==> src/rtl/imem_fetch_arbiter.sv <==
// ---------------------------------------------------------------------------
// imem_fetch_arbiter
//
// Shares one synchronous-read instruction memory between two read requesters:
//   port 0 : CPU instruction fetch
//   port 1 : debug / loader readback
//
// Only one access is in flight at a time. The FSM walks IDLE -> ISSUE -> RESP.
// A legal request drives the registered word address to the memory in ISSUE.
// The memory returns the word one clock later, and that word is presented in
// RESP. An illegal request skips the memory entirely. It goes straight to RESP
// with rsp_err set and zero data.
//
// Optional feature macro:
//   IMEM_ARB_RR_EN  defined   -> round-robin arbitration. A 1-bit last-grant
//                                pointer is kept for this.
//                   undefined -> fixed priority, with port 0 first.
//
// Ports:
//   clock, resetn          rising-edge clock, asynchronous active-low reset
//   req0_valid/ready/addr  port 0 request channel (byte address)
//   req1_valid/ready/addr  port 1 request channel (byte address)
//   rsp0_valid, rsp1_valid response valid for the granted port
//   rsp_ready              the addressed port accepts its response
//   rsp_data               response word, shared by both ports (0 on error)
//   rsp_err                misaligned or out-of-range request
//   mem_addr               registered word address to the memory
//   mem_rdata              memory read data, valid one cycle after sampling
// ---------------------------------------------------------------------------
module imem_fetch_arbiter #(
  parameter  int ADDR_W = 32,
  parameter  int DATA_W = 32,
  parameter  int DEPTH  = 131072,
  localparam int MEM_AW = $clog2(DEPTH)
) (
  input  logic              clock,
  input  logic              resetn,
  input  logic              req0_valid,
  output logic              req0_ready,
  input  logic [ADDR_W-1:0] req0_addr,
  input  logic              req1_valid,
  output logic              req1_ready,
  input  logic [ADDR_W-1:0] req1_addr,
  output logic              rsp0_valid,
  output logic              rsp1_valid,
  input  logic              rsp_ready,
  output logic [DATA_W-1:0] rsp_data,
  output logic              rsp_err,
  output logic [MEM_AW-1:0] mem_addr,
  input  logic [DATA_W-1:0] mem_rdata
);

  // The limit is computed in 64 bits, so DEPTH*4 cannot wrap for any
  // ADDR_W up to 64.
  localparam logic [63:0] BYTE_LIMIT = 64'(DEPTH) * 64'd4;

  typedef enum logic [1:0] {
    IDLE  = 2'd0,
    ISSUE = 2'd1,
    RESP  = 2'd2
  } state_t;

  state_t            state;
  logic              port_q;     // granted port of the access in flight
  logic              grant1;     // arbitration result: 1 selects port 1
  logic              idle;
  logic              handshake;
  logic [ADDR_W-1:0] sel_addr;
  logic              legal;

`ifdef IMEM_ARB_RR_EN
  logic              last_grant; // port granted at the most recent handshake
`endif

  assign idle = (state == IDLE);

  // Arbitration
  always_comb begin
    grant1 = 1'b0;
`ifdef IMEM_ARB_RR_EN
    if (req0_valid && req1_valid) begin
      grant1 = ~last_grant;
    end else begin
      grant1 = req1_valid;
    end
`else
    grant1 = req1_valid && !req0_valid;
`endif
  end

  // Ready is gated by resetn, so no grant is visible while reset is held.
  assign req0_ready = resetn && idle && req0_valid && !grant1;
  assign req1_ready = resetn && idle && req1_valid &&  grant1;
  assign handshake  = req0_ready || req1_ready;

  assign sel_addr = grant1 ? req1_addr : req0_addr;
  assign legal    = (sel_addr[1:0] == 2'b00) && (64'(sel_addr) < BYTE_LIMIT);

  // mem_addr stays unchanged through RESP, so the memory keeps returning
  // the same word while the response is held.
  assign rsp_data = ((rsp0_valid || rsp1_valid) && !rsp_err) ? mem_rdata
                                                             : '0;

  // FSM; the response valid/err outputs come from registers
  always_ff @(posedge clock or negedge resetn) begin
    if (!resetn) begin
      state      <= IDLE;
      port_q     <= 1'b0;
      mem_addr   <= '0;
      rsp0_valid <= 1'b0;
      rsp1_valid <= 1'b0;
      rsp_err    <= 1'b0;
    end else begin
      case (state)
        IDLE: begin
          if (handshake) begin
            port_q <= grant1;
            if (legal) begin
              mem_addr <= sel_addr[MEM_AW+1:2];
              state    <= ISSUE;
            end else begin
              // Error path: the memory address is left untouched.
              rsp_err    <= 1'b1;
              rsp0_valid <= ~grant1;
              rsp1_valid <=  grant1;
              state      <= RESP;
            end
          end
        end
        ISSUE: begin
          rsp_err    <= 1'b0;
          rsp0_valid <= ~port_q;
          rsp1_valid <=  port_q;
          state      <= RESP;
        end
        RESP: begin
          if (rsp_ready) begin
            rsp_err    <= 1'b0;
            rsp0_valid <= 1'b0;
            rsp1_valid <= 1'b0;
            state      <= IDLE;
          end
        end
        default: begin
          rsp_err    <= 1'b0;
          rsp0_valid <= 1'b0;
          rsp1_valid <= 1'b0;
          state      <= IDLE;
        end
      endcase
    end
  end

`ifdef IMEM_ARB_RR_EN
  // Last-grant pointer, updated on every request handshake
  always_ff @(posedge clock or negedge resetn) begin
    if (!resetn) begin
      last_grant <= 1'b0;
    end else if (handshake) begin
      last_grant <= grant1;
    end
  end
`endif

endmodule
==> config.mk <==
export PLATFORM = sky130hd
export DESIGN_NAME = imem_fetch_arbiter
export DESIGN_NICKNAME = d
export VERILOG_FILES = /design/src/rtl/imem_fetch_arbiter.sv
export SDC_FILE = /design/constraint.sdc
export NUM_CORES = 1
export LEC_CHECK = 0
export ABC_AREA = 1
export ABC_CLOCK_PERIOD_IN_PS = 1800
export BUFFER_PORTS_ARGS = -buffer_cell sky130_fd_sc_hd__buf_2
export CAP_MARGIN = 10
export CORE_AREA = 2 2 64 78
export DETAILED_ROUTE_END_ITERATION = 8
export DIE_AREA = 0 0 66 80
export HOLD_SLACK_MARGIN = 0.05
export PLACE_DENSITY = 0.89
export SETUP_SLACK_MARGIN = 0.4
export SKIP_CTS_REPAIR_TIMING = 1
export SLEW_MARGIN = 20
export SYNTH_ARGS = -nofsm -noshare
export SYNTH_HDL_FRONTEND = slang
export SYNTH_SLANG_ARGS = --single-unit
export TNS_END_PERCENT = 1
==> constraint.sdc <==
create_clock -name clock -period 1.8 [get_ports clock]
set_clock_uncertainty 0.1 [all_clocks]
set_input_delay 0.18 -clock clock [delete_from_list [all_inputs] [get_ports clock]]
set_output_delay 0.18 -clock clock [all_outputs]
set_load 0.01 [all_outputs]
==> run_summary.xml <==
<?xml version="1.0" encoding="UTF-8"?>
<metrics>
  <group name="run_status">
    <metric name="run_status" unit="">completed</metric>
  </group>
  <group name="synth">
    <metric name="area_fraction_of_the_dominant_cell_type_after_synthesis" unit="%">35.44</metric>
    <metric name="synth-seq-area-share" unit="%">35.44</metric>
    <metric name="syn_nets" unit="">317</metric>
    <metric name="synth_cells" unit="">216</metric>
    <metric name="yosysWarningCount" unit="">0</metric>
    <metric name="post_synth.cell_area_avg" unit="um2">7.519</metric>
    <metric name="netlist_top_cells_area" unit="">sky130_fd_sc_hd__dfrtp_1, sky130_fd_sc_hd__nor2_1, sky130_fd_sc_hd__mux2i_1, sky130_fd_sc_hd__o21ai_2, sky130_fd_sc_hd__inv_1</metric>
    <metric name="ys_seq_elements" unit="">23</metric>
    <metric name="synth_cell_type_count" unit="">24</metric>
    <metric name="synth.cell_area" unit="mm2">0.001624</metric>
    <metric name="synth_top_area_cell" unit="">sky130_fd_sc_hd__dfrtp_1</metric>
  </group>
  <group name="cells_and_area">
    <metric name="design.final.nets" unit="">479</metric>
    <metric name="area.growth.synth_to_final" unit="%">62.33</metric>
    <metric name="final_cell_mix" unit="">sky130_fd_sc_hd__buf_2, sky130_fd_sc_hd__nor2_1, sky130_fd_sc_hd__inv_1</metric>
    <metric name="fin_cells" unit="">435</metric>
    <metric name="insertedDiodeCount" unit="">0</metric>
    <metric name="drive_gt1_share" unit="%">58.36</metric>
    <metric name="layout.cells.most_common" unit="">sky130_fd_sc_hd__buf_2</metric>
  </group>
  <group name="detailed_routing">
    <metric name="num_vias" unit="">1908</metric>
    <metric name="drcViolationCount" unit="">0</metric>
    <metric name="post_drt_wl_per_cell" unit="um">10.98</metric>
    <metric name="drtAntennaViolNets" unit="">0</metric>
    <metric name="routed_wirelength" unit="um">4776</metric>
    <metric name="routed_via_density" unit="">4.386</metric>
    <metric name="drtPass1Iterations" unit="">4</metric>
    <metric name="drtIter0Drc" unit="">30</metric>
  </group>
  <group name="worst_setup_path">
    <metric name="crit_path_max_incr_delay" unit="ns">0.47</metric>
    <metric name="cp-start-kind" unit="">register</metric>
    <metric name="arrival" unit="ns">1.25</metric>
    <metric name="timing.reg2reg.worst_path_depth" unit="">7</metric>
    <metric name="crit_path_cell_trace" unit="">o21bai_4 -&gt; buf_12 -&gt; nor2_1 -&gt; buf_2</metric>
    <metric name="worstPathMaxFanout" unit="">15</metric>
    <metric name="slowest_stage" unit="">sky130_fd_sc_hd__dfrtp_1</metric>
    <metric name="path_delay_family" unit="">flip-flops</metric>
    <metric name="critical_path_depth" unit="">4</metric>
    <metric name="worst_setup_path_end_kind" unit="">output pin</metric>
    <metric name="path_buf_inv" unit="">2</metric>
    <metric name="cp_data_required_time" unit="ns">1.52</metric>
    <metric name="critPathKind" unit="">register to output pin</metric>
  </group>
  <group name="placed_design">
    <metric name="post-dp-hpwl" unit="um">3770</metric>
    <metric name="port-buffer-count" unit="">154</metric>
    <metric name="dpl_cells" unit="">423</metric>
    <metric name="preCtsSetupSlack" unit="ns">-0.01416</metric>
    <metric name="routabilityCongestion" unit="">0.7775</metric>
  </group>
  <group name="clock_network">
    <metric name="tritoncts_sink_count" unit="">23</metric>
    <metric name="clk_path_buf_depth" unit="">2</metric>
    <metric name="clkLatencyLatePin" unit="ns">0.25</metric>
    <metric name="clock-root-buffer" unit="">sky130_fd_sc_hd__clkbuf_8</metric>
    <metric name="cts_inserted_buffers" unit="">3</metric>
    <metric name="tritoncts_clock_tree" unit="">yes</metric>
    <metric name="ctsHtreeMaxLevel" unit="">1</metric>
    <metric name="cts.clk_slew.worst_paths" unit="ns">0.08</metric>
  </group>
  <group name="floorplan">
    <metric name="die_y" unit="um">80</metric>
    <metric name="die_x" unit="um">66</metric>
    <metric name="core_region_area" unit="mm2">0.004527</metric>
    <metric name="initial_utilization" unit="%">35.88</metric>
    <metric name="floorplan.rows" unit="">27</metric>
    <metric name="area_of_the_die" unit="mm2">0.005280</metric>
    <metric name="floorplan.io_pins" unit="">155</metric>
  </group>
  <group name="global_routing">
    <metric name="maximum_number_of_pins_on_one_net_before_global_route_repair" unit="">36</metric>
    <metric name="grt_usage" unit="%">16.49</metric>
    <metric name="globalRouteOverflowTotal" unit="">0</metric>
    <metric name="via_count_of_the_first_global_routing_pass" unit="">1730</metric>
    <metric name="number_of_antenna_violations_at_the_first_check_in_global_routing" unit="">0</metric>
    <metric name="first_pass_grt_wire_length" unit="um">6858</metric>
  </group>
  <group name="sta">
    <metric name="maxSlewViolCount" unit="">0</metric>
    <metric name="maxClockFrequency" unit="MHz">653.9</metric>
    <metric name="fin_setup_tns" unit="ns">0</metric>
    <metric name="fin_crit_sh" unit="%">84.96</metric>
    <metric name="fin_crit_period" unit="ns">1.529</metric>
    <metric name="timing_worst_slew_pin_value" unit="ns">0.3130</metric>
    <metric name="timing_hold_violations_final" unit="">0</metric>
    <metric name="setup_repair_after_global_routing_missed_its_margin" unit="">yes</metric>
    <metric name="setup_violations" unit="">0</metric>
    <metric name="max_slew_headroom_at_the_worst_pin" unit="%">79.13</metric>
    <metric name="final_critical_path_setup_slack" unit="ns">0.2706</metric>
  </group>
  <group name="min_path">
    <metric name="min_path_cells" unit="">3</metric>
    <metric name="timing.hold.worst.class" unit="">input pin to register</metric>
  </group>
  <group name="pwr">
    <metric name="maximum_resistive_drop_on_vdd" unit="mV">0.3268</metric>
    <metric name="switching_share" unit="%">35.35</metric>
    <metric name="design_power_total" unit="mW">1.679</metric>
    <metric name="seqPwrFrac" unit="%">34.6</metric>
    <metric name="power.internal" unit="mW">1.086</metric>
    <metric name="power.clock.fraction" unit="%">18.5</metric>
    <metric name="power_density_cells" unit="mW/mm2">636.9</metric>
    <metric name="p_leak" unit="nW">1.708</metric>
    <metric name="power_switching" unit="mW">0.5935</metric>
    <metric name="share_comb_of_total_power" unit="%">46.9</metric>
  </group>
  <group name="run">
    <metric name="drv.max_cap_violation_count" unit="">0</metric>
  </group>
</metrics>
-- layer usage --
metal,share of wire (%),vias to the layer above,global-route usage (%)
met2,54,97,33.03
met5,0,-,0
met1,34,828,15.46
met4,1.4,0,6.122
li1,-,975,-
met3,10,8,4.231
-- final timing paths --
kind | slack, ns | startpoint | to
max | 0.27 | rsp1_valid | rsp_data[2]
min | 0.11 | req1_addr[15] | mem_addr[13]
max reg2reg | 0.30 | state[0] | mem_addr[15]
min reg2reg | 0.39 | mem_addr[0] | mem_addr[0]
max in group asynchronous | 0.97 | resetn | rsp0_valid
min in group asynchronous | 0.39 | resetn | rsp1_valid
-- power groups by stage --
stage / registers [mW] / logic, mW / clock network, mW
finish: 0.581 / 0.787 / 0.311
global route: 0.587 / 0.866 / 0.343
CTS: 0.565 / 0.644 / 0.322
detailed placement: 0.575 / 0.643 / 0
global placement: 0.573 / 0.628 / 0
floorplan: 0.580 / 0.332 / 0
-- registers in the layout (all words and copies together), names as in the netlist --
signal and cells:
mem_addr 17, port_q 1, state 2, rsp0_valid 1
rsp_err 1, rsp1_valid 1
-- cells by family after synthesis --
family / Yosys count / synth area share (%)
multiplexers: 17 / 10.48
AO/OA/AOI/OAI: 25 / 12.87
flip-flops: 23 / 35.44
AND/OR/NAND/NOR: 101 / 28.12
buffers and inverters: 50 / 13.10
-- Yosys cell counts --
library cell and n:
sky130_fd_sc_hd__o22ai_1 3, sky130_fd_sc_hd__nand3_2 1, sky130_fd_sc_hd__inv_1 39, sky130_fd_sc_hd__and2_0 1, sky130_fd_sc_hd__dfrtp_1 23, sky130_fd_sc_hd__nor3_1 1, sky130_fd_sc_hd__nand2_2 13, sky130_fd_sc_hd__o21ai_2 17
sky130_fd_sc_hd__nor2_2 3, sky130_fd_sc_hd__nor2_1 52, sky130_fd_sc_hd__nand3_4 1, sky130_fd_sc_hd__buf_6 3, sky130_fd_sc_hd__o31ai_1 1, sky130_fd_sc_hd__nor2_4 1, sky130_fd_sc_hd__nand2_1 24, sky130_fd_sc_hd__clkbuf_1 3
sky130_fd_sc_hd__o21ai_1 2, sky130_fd_sc_hd__o21bai_1 1, sky130_fd_sc_hd__a21oi_4 1, sky130_fd_sc_hd__and2_1 1, sky130_fd_sc_hd__buf_2 2, sky130_fd_sc_hd__nand3_1 3, sky130_fd_sc_hd__inv_2 3, sky130_fd_sc_hd__mux2i_1 17
-- stage by stage --
step	area, um2	utilization, %	hold slack (ns)
global route	2636	58.24	0.1160
global placement	2459	54.31	0.1377
detailed placement	2459	54.31	0.1311
finish	2636	58.24	0.1118
floorplan	1632	-	-0.2156
CTS	2504	55.31	-0.1505
-- cell type report --
cell class                 count  area [um2]
inverter                      42       157.7
sequential                    23       576.8
tap                           58       72.57
fill                         423        1891
clock buffer                   4       45.04
multi-input combinational    144       898.4
timing repair buffer         164       885.9
-- worst min-delay path: cells and delay by family --
family,cells,cell delay (ns)
mux,1,0.06
buf+inv,1,0.07
compound gates,1,0.12
(Power assumes the default switching activity.)
